**config.mk**
```make
export PLATFORM = sky130hd
export DESIGN_NAME = ddu_run_ctrl_flat
export DESIGN_NICKNAME = d
export VERILOG_FILES = /design/src/rtl/ddu_pkg.sv /design/src/rtl/ddu_if.sv /design/src/rtl/ddu_debounce.sv /design/src/rtl/ddu_run_ctrl.sv /design/src/flat_wrapper.sv
export SDC_FILE = /design/constraint.sdc
export NUM_CORES = 1
export LEC_CHECK = 0
export ABC_AREA = 1
export BUFFER_PORTS_ARGS = -buffer_cell sky130_fd_sc_hd__buf_4
export CORE_UTILIZATION = 40
export CTS_CLUSTER_SIZE = 30
export DETAILED_ROUTE_END_ITERATION = 12
export PLACE_DENSITY_LB_ADDON = 0.2
export SKIP_LAST_GASP = 1
export SLEW_MARGIN = 10
export SYNTH_ARGS = -nofsm -noshare
export SYNTH_HDL_FRONTEND = slang
export SYNTH_SLANG_ARGS = --single-unit
```
**constraint.sdc**
```tcl
create_clock -name clk -period 3.4 [get_ports clk]
set_input_delay 0.34 -clock clk [delete_from_list [all_inputs] [get_ports clk]]
set_output_delay 0.34 -clock clk [all_outputs]
set_load 0.1 [all_outputs]
```
**src/rtl/ddu_pkg.sv**
```systemverilog
// Shared types and constants for the DDU run-control block.
package ddu_pkg;

    typedef enum logic [1:0] {
        HALT = 2'd0,
        STEP = 2'd1,
        RUN  = 2'd2
    } state_t;

    localparam int STEP_CNT_W = 16;

endpackage

```
**src/rtl/ddu_if.sv**
```systemverilog
// Board-side inputs and CPU/DDU-side outputs of the run controller.
interface ddu_if #(
    parameter int ADDR_W = 8
);
    import ddu_pkg::*;

    logic                  cont;
    logic                  step;
    logic                  mem;
    logic                  inc;
    logic                  dec;
    logic                  run_en;
    logic [ADDR_W-1:0]     ddu_addr;
    logic                  sel_mem;
    logic                  running;
    logic [STEP_CNT_W-1:0] step_cnt;
    state_t                state;     // FSM state, for observation only

    modport master (
        output cont, step, mem, inc, dec,
        input  run_en, ddu_addr, sel_mem, running, step_cnt, state
    );

    modport slave (
        input  cont, step, mem, inc, dec,
        output run_en, ddu_addr, sel_mem, running, step_cnt, state
    );
endinterface

```
**src/rtl/ddu_debounce.sv**
```systemverilog
// Two-flop synchronizer followed by a consecutive-cycle debouncer with a
// one-cycle rising-edge pulse on the accepted level.
module ddu_debounce #(
    parameter int DB_CYCLES = 16
) (
    input  logic clk,
    input  logic reset,
    input  logic raw,
    output logic level,
    output logic pulse
);
    localparam int CW = (DB_CYCLES < 2) ? 1 : $clog2(DB_CYCLES);

    logic          sync1;
    logic          sync2;
    logic          level_d;
    logic [CW-1:0] cnt;

    always_ff @(posedge clk or negedge reset) begin
        if (!reset) begin
            sync1   <= 1'b0;
            sync2   <= 1'b0;
            level   <= 1'b0;
            level_d <= 1'b0;
            cnt     <= '0;
        end else begin
            sync1   <= raw;
            sync2   <= sync1;
            level_d <= level;
            // Any cycle agreeing with the accepted level restarts the count.
            if (sync2 == level) begin
                cnt <= '0;
            end else if (cnt == CW'(DB_CYCLES - 1)) begin
                level <= sync2;
                cnt   <= '0;
            end else begin
                cnt <= cnt + CW'(1);
            end
        end
    end

    assign pulse = level & ~level_d;

endmodule

```
**src/rtl/ddu_run_ctrl.sv**
```systemverilog
// Run-control sequencer: debounces board inputs, gates the CPU clock enable
// (run / single step / halt), and keeps the DDU browse address and step count.
module ddu_run_ctrl
    import ddu_pkg::*;
#(
    parameter int DB_CYCLES = 16,
    parameter int ADDR_W    = 8
) (
    input  logic clk,
    input  logic reset,
    ddu_if.slave bus
);
    localparam int N_IN   = 5;
    localparam int I_CONT = 4;
    localparam int I_STEP = 3;
    localparam int I_MEM  = 2;
    localparam int I_INC  = 1;
    localparam int I_DEC  = 0;

    logic [N_IN-1:0] raw;
    logic [N_IN-1:0] level;
    logic [N_IN-1:0] pulse;

    assign raw = {bus.cont, bus.step, bus.mem, bus.inc, bus.dec};

    for (genvar i = 0; i < N_IN; i++) begin : g_db
        ddu_debounce #(.DB_CYCLES(DB_CYCLES)) u_db (
            .clk   (clk),
            .reset (reset),
            .raw   (raw[i]),
            .level (level[i]),
            .pulse (pulse[i])
        );
    end

    // Switches use the level, buttons use the pulse; the rest is left unused.
    wire unused_db = &{1'b0, level[I_STEP], level[I_INC], level[I_DEC],
                       pulse[I_CONT], pulse[I_MEM]};

    state_t                state;
    state_t                state_nxt;
    logic                  run_en_q;
    logic [ADDR_W-1:0]     addr_q;
    logic [STEP_CNT_W-1:0] cnt_q;

    always_comb begin
        state_nxt = state;
        case (state)
            HALT: begin
                // A continuous-run request beats a simultaneous step press.
                if (level[I_CONT])       state_nxt = RUN;
                else if (pulse[I_STEP])  state_nxt = STEP;
            end
            STEP:    state_nxt = HALT;
            RUN:     if (!level[I_CONT]) state_nxt = HALT;
            default: state_nxt = HALT;
        endcase
    end

    always_ff @(posedge clk or negedge reset) begin
        if (!reset) begin
            state    <= HALT;
            run_en_q <= 1'b0;
            cnt_q    <= '0;
        end else begin
            state    <= state_nxt;
            run_en_q <= (state_nxt != HALT);
            if (run_en_q) cnt_q <= cnt_q + STEP_CNT_W'(1);
        end
    end

    always_ff @(posedge clk or negedge reset) begin
        if (!reset) begin
            addr_q <= '0;
        end else begin
            case ({pulse[I_INC], pulse[I_DEC]})
                2'b10:   addr_q <= addr_q + ADDR_W'(1);
                2'b01:   addr_q <= addr_q - ADDR_W'(1);
                default: addr_q <= addr_q;
            endcase
        end
    end

    assign bus.run_en   = run_en_q;
    assign bus.running  = (state == RUN);
    assign bus.sel_mem  = level[I_MEM];
    assign bus.ddu_addr = addr_q;
    assign bus.step_cnt = cnt_q;
    assign bus.state    = state;

endmodule

```
**src/flat_wrapper.sv**
```systemverilog
// flat-port wrapper written by rule: the top's interface ports become plain ports
module ddu_run_ctrl_flat import ddu_pkg::*;
#(
    parameter int DB_CYCLES = 16,
    parameter int ADDR_W    = 8
)
  (clk, reset, bus_cont, bus_step, bus_mem, bus_inc, bus_dec, bus_run_en, bus_ddu_addr, bus_sel_mem, bus_running, bus_step_cnt, bus_state);
  ddu_if #(.ADDR_W(ADDR_W)) bus_i ();
  input  logic clk;
  input  logic reset;
  input wire logic [$bits(bus_i.cont)-1:0] bus_cont;
  input wire logic [$bits(bus_i.step)-1:0] bus_step;
  input wire logic [$bits(bus_i.mem)-1:0] bus_mem;
  input wire logic [$bits(bus_i.inc)-1:0] bus_inc;
  input wire logic [$bits(bus_i.dec)-1:0] bus_dec;
  output wire logic [$bits(bus_i.run_en)-1:0] bus_run_en;
  output wire logic [$bits(bus_i.ddu_addr)-1:0] bus_ddu_addr;
  output wire logic [$bits(bus_i.sel_mem)-1:0] bus_sel_mem;
  output wire logic [$bits(bus_i.running)-1:0] bus_running;
  output wire logic [$bits(bus_i.step_cnt)-1:0] bus_step_cnt;
  output wire logic [$bits(bus_i.state)-1:0] bus_state;
  assign bus_i.cont = bus_cont;
  assign bus_i.step = bus_step;
  assign bus_i.mem = bus_mem;
  assign bus_i.inc = bus_inc;
  assign bus_i.dec = bus_dec;
  assign bus_run_en = bus_i.run_en;
  assign bus_ddu_addr = bus_i.ddu_addr;
  assign bus_sel_mem = bus_i.sel_mem;
  assign bus_running = bus_i.running;
  assign bus_step_cnt = bus_i.step_cnt;
  assign bus_state = bus_i.state;
  ddu_run_ctrl #(.DB_CYCLES(DB_CYCLES), .ADDR_W(ADDR_W)) u_core (.clk(clk), .reset(reset), .bus(bus_i));
endmodule
```
==> flow_metrics.env <==
export IMPL_status="finished clean"
export IMPL_rsz0062_at_grt="no"
export IMPL_min_period_over_period=0.633
export IMPL_fin_crit_ns=2.15
export IMPL_post_cts_setup_buffers=0
export IMPL_cts_buffers=9
export IMPL_final_common_cell="nand2_1"
export IMPL_grt_use_total=0.148
export IMPL_ys_ff_latch=65
export IMPL_critPathMaxStageDelay_ns=0.41
export IMPL_cts_root_buf="clkbuf_8"
export IMPL_yosysSeqAreaShare=0.550
export IMPL_drv_cap=0
export IMPL_fin_worst_skew_ns=0.0107
export IMPL_fmax_ghz=0.465
export IMPL_reg2reg_depth=14
export IMPL_die_area_sq_mm=0.00774
export IMPL_path_clk_slew_ns=0.07
export IMPL_syn_to_final_growth_pct=18.7
export IMPL_gp_congestion=0.842
export IMPL_grt_pass1_wl_mm=8.63
export IMPL_grt_pass1_vias=1962
export IMPL_hold_buffers=0
export IMPL_start_util=0.423
export IMPL_nFillCells=664
export IMPL_rows=30
export IMPL_vias=2037
export IMPL_hold_viol=0
export IMPL_regToRegStartpoint="u_core.g_db[0].u_db.level"
export IMPL_first_pass_iters=4
export IMPL_yosysWarningCount=0
export IMPL_cts_num_sinks=65
export IMPL_slowest_stage="ha_1"
export IMPL_overflow=0
export IMPL_cp_num_buf_inv=3
export IMPL_cts_tree="done"
export IMPL_grt_max_degree=66
export IMPL_diodes=0
export IMPL_setup_ws_ns=1.25
export IMPL_synthCells=314
export IMPL_critPathCaptureType="register"
export IMPL_crit_path_max_fanout=12
export IMPL_io_pins=36
export IMPL_clk_latency_ns=0.33
export IMPL_path_common_cell="nand2_1"
export IMPL_r2r_slack_ns=1.25
export IMPL_fin_nets=374
export IMPL_setup_viol=0
export IMPL_worstSetupPathType="register to register"
export IMPL_slew_violations=0
export IMPL_coreArea_sq_mm=0.00698
export IMPL_r2r_end="u_core.bus.ddu_addr[6]"
export IMPL_hold_path_class="primary input to async pin"
export IMPL_die_x_um=88.0
export IMPL_setup_tns_final_ns=0
export IMPL_ir_drop_uv=213
export IMPL_drt_initial_drc_count=56
export IMPL_drc=0
export IMPL_p_leak_nw=1.90
export IMPL_dpl_hpwl_mm=3.31
export IMPL_dp_slack_ns=1.25
export IMPL_fin_cells=458
export IMPL_crit_path_start="u_core.g_db[0].u_db.level"
export IMPL_die_h_um=88.0
export IMPL_ctsResizeCount=0
export IMPL_tightest_slew_ns=0.797
export IMPL_wl_per_cell_um=10.3
export IMPL_crit_chain="inv_1, nor2_1, ha_1, inv_1, nand2_1, nand2_1, inv_1, ha_1, o21bai_1, nand3_1, nand2_1, nand2_1, nand3_1, nand2_1"
export IMPL_via_per_inst=4.45
export IMPL_relSlewSlack=0.469
export IMPL_final_cell_mix="nand2_1, dfrtp_1, inv_1"
export IMPL_clock_path_buffers=2
export IMPL_synthesis_nets=330
export IMPL_drive_gt1_frac=0.180
export IMPL_yosysUniqueCellTypes=27
export IMPL_syn_area_sq_mm=0.00296
export IMPL_arrival_ns=2.37
export IMPL_startpoint_type="register"
export IMPL_dp_cells=443
export IMPL_syn_avg_cell_area_sq_um=9.41
export IMPL_routed_wl_mm=4.72
export IMPL_hold_slack_ns=0.100
export IMPL_p_total_mw=1.48
export IMPL_port_buffers=35
export IMPL_ant_nets=0
export IMPL_critPathRequiredTime_ns=3.62
export IMPL_antenna_found_initial=0
export IMPL_path_delay_family="simple AND/OR/NAND/NOR gates"
export IMPL_htreeDepth=3
export IMPL_power_per_cell_area_mw_per_mm2=422
[layer usage]
| metal | vias to the layer above | global-route usage | wire length, um |
|---|---|---|---|
| li1 | 1064 | - | - |
| met2 | 36 | 0.228 | 2020 |
| met5 | - | 0 | 0 |
| met4 | 0 | 0.0671 | 91 |
| met1 | 928 | 0.191 | 2420 |
| met3 | 9 | 0.0471 | 194 |
[worst max-delay path by stage]
stage	end	slack [ns]	depth (start not counted)
floorplan	bus_running	0.78	2
global route	u_core.bus.ddu_addr[6]	0.91	14
global placement	u_core.bus.ddu_addr[6]	1.37	14
CTS	u_core.bus.ddu_addr[6]	1.24	14
detailed placement	u_core.bus.ddu_addr[6]	1.25	14
finish	u_core.bus.ddu_addr[6]	1.25	14
[flip-flops by register name, summed over array words and instances (netlist names)]
name                      cells
u_core.bus.ddu_addr           8
u_core.bus.run_en             1
u_core.bus.state              2
u_core.bus.step_cnt          16
u_core.g_db.u_db.cnt         20
u_core.g_db.u_db.level        5
u_core.g_db.u_db.level_d      3
u_core.g_db.u_db.sync1        5
u_core.g_db.u_db.sync2        5
[cell usage after synthesis (all sizes together)]
cell type | instances | share of area
xnor2 | 15 | 0.044
clkbuf | 1 | 0.0013
nor4 | 1 | 0.0021
o21bai | 1 | 0.0025
nand2 | 76 | 0.10
ha | 9 | 0.038
clkinv | 1 | 0.0013
xor2 | 14 | 0.041
inv | 41 | 0.052
dfrtp | 65 | 0.55
a21oi | 4 | 0.0068
or2 | 3 | 0.0064
buf | 1 | 0.0025
a31oi | 2 | 0.0042
nand3 | 24 | 0.041
mux2 | 3 | 0.011
nand4 | 2 | 0.0093
nor3 | 2 | 0.011
o21ai | 6 | 0.010
nand3b | 2 | 0.0051
nor2 | 41 | 0.058
[cell families after synthesis]
| group | count (synthesis) | share of synthesized area |
|---|---|---|
| and+or+nand+nor | 151 | 0.233 |
| buffers and inverters | 44 | 0.0572 |
| muxes | 3 | 0.0114 |
| adders and majority gates | 9 | 0.0381 |
| xor gates and xnor gates | 29 | 0.0859 |
| DFF | 65 | 0.550 |
| AOI/OAI and AO/OA | 13 | 0.0237 |
[final cells by class]
type | instances | area, sq um | area share
multi-input cells | 205 | 1160 | 0.331
clock inverters | 4 | 28.8 | 0.00821
clock buffers | 11 | 151 | 0.0432
flip-flops and latches | 65 | 1630 | 0.464
repair buffers | 35 | 263 | 0.0749
inverters | 42 | 158 | 0.0450
well taps | 96 | 120 | 0.0342
[power by group]
group	switching, mW	internal (mW)	total [mW]
registers	0.0166	0.796	0.813
clock network	0.283	0.300	0.583
logic	0.0563	0.0270	0.0833
total	0.356	1.12	1.48
[through the flow]
| step | utilization | instance area [sq um] |
|---|---|---|
| 3_5_place_dp | 0.477 | 3330 |
| 6_report | 0.502 | 3510 |
| 2_1_floorplan | - | 2960 |
| 3_3_place_gp | 0.477 | 3330 |
| 4_1_cts | 0.502 | 3510 |
| 5_1_grt | 0.502 | 3510 |
(Power assumes the default switching activity.)
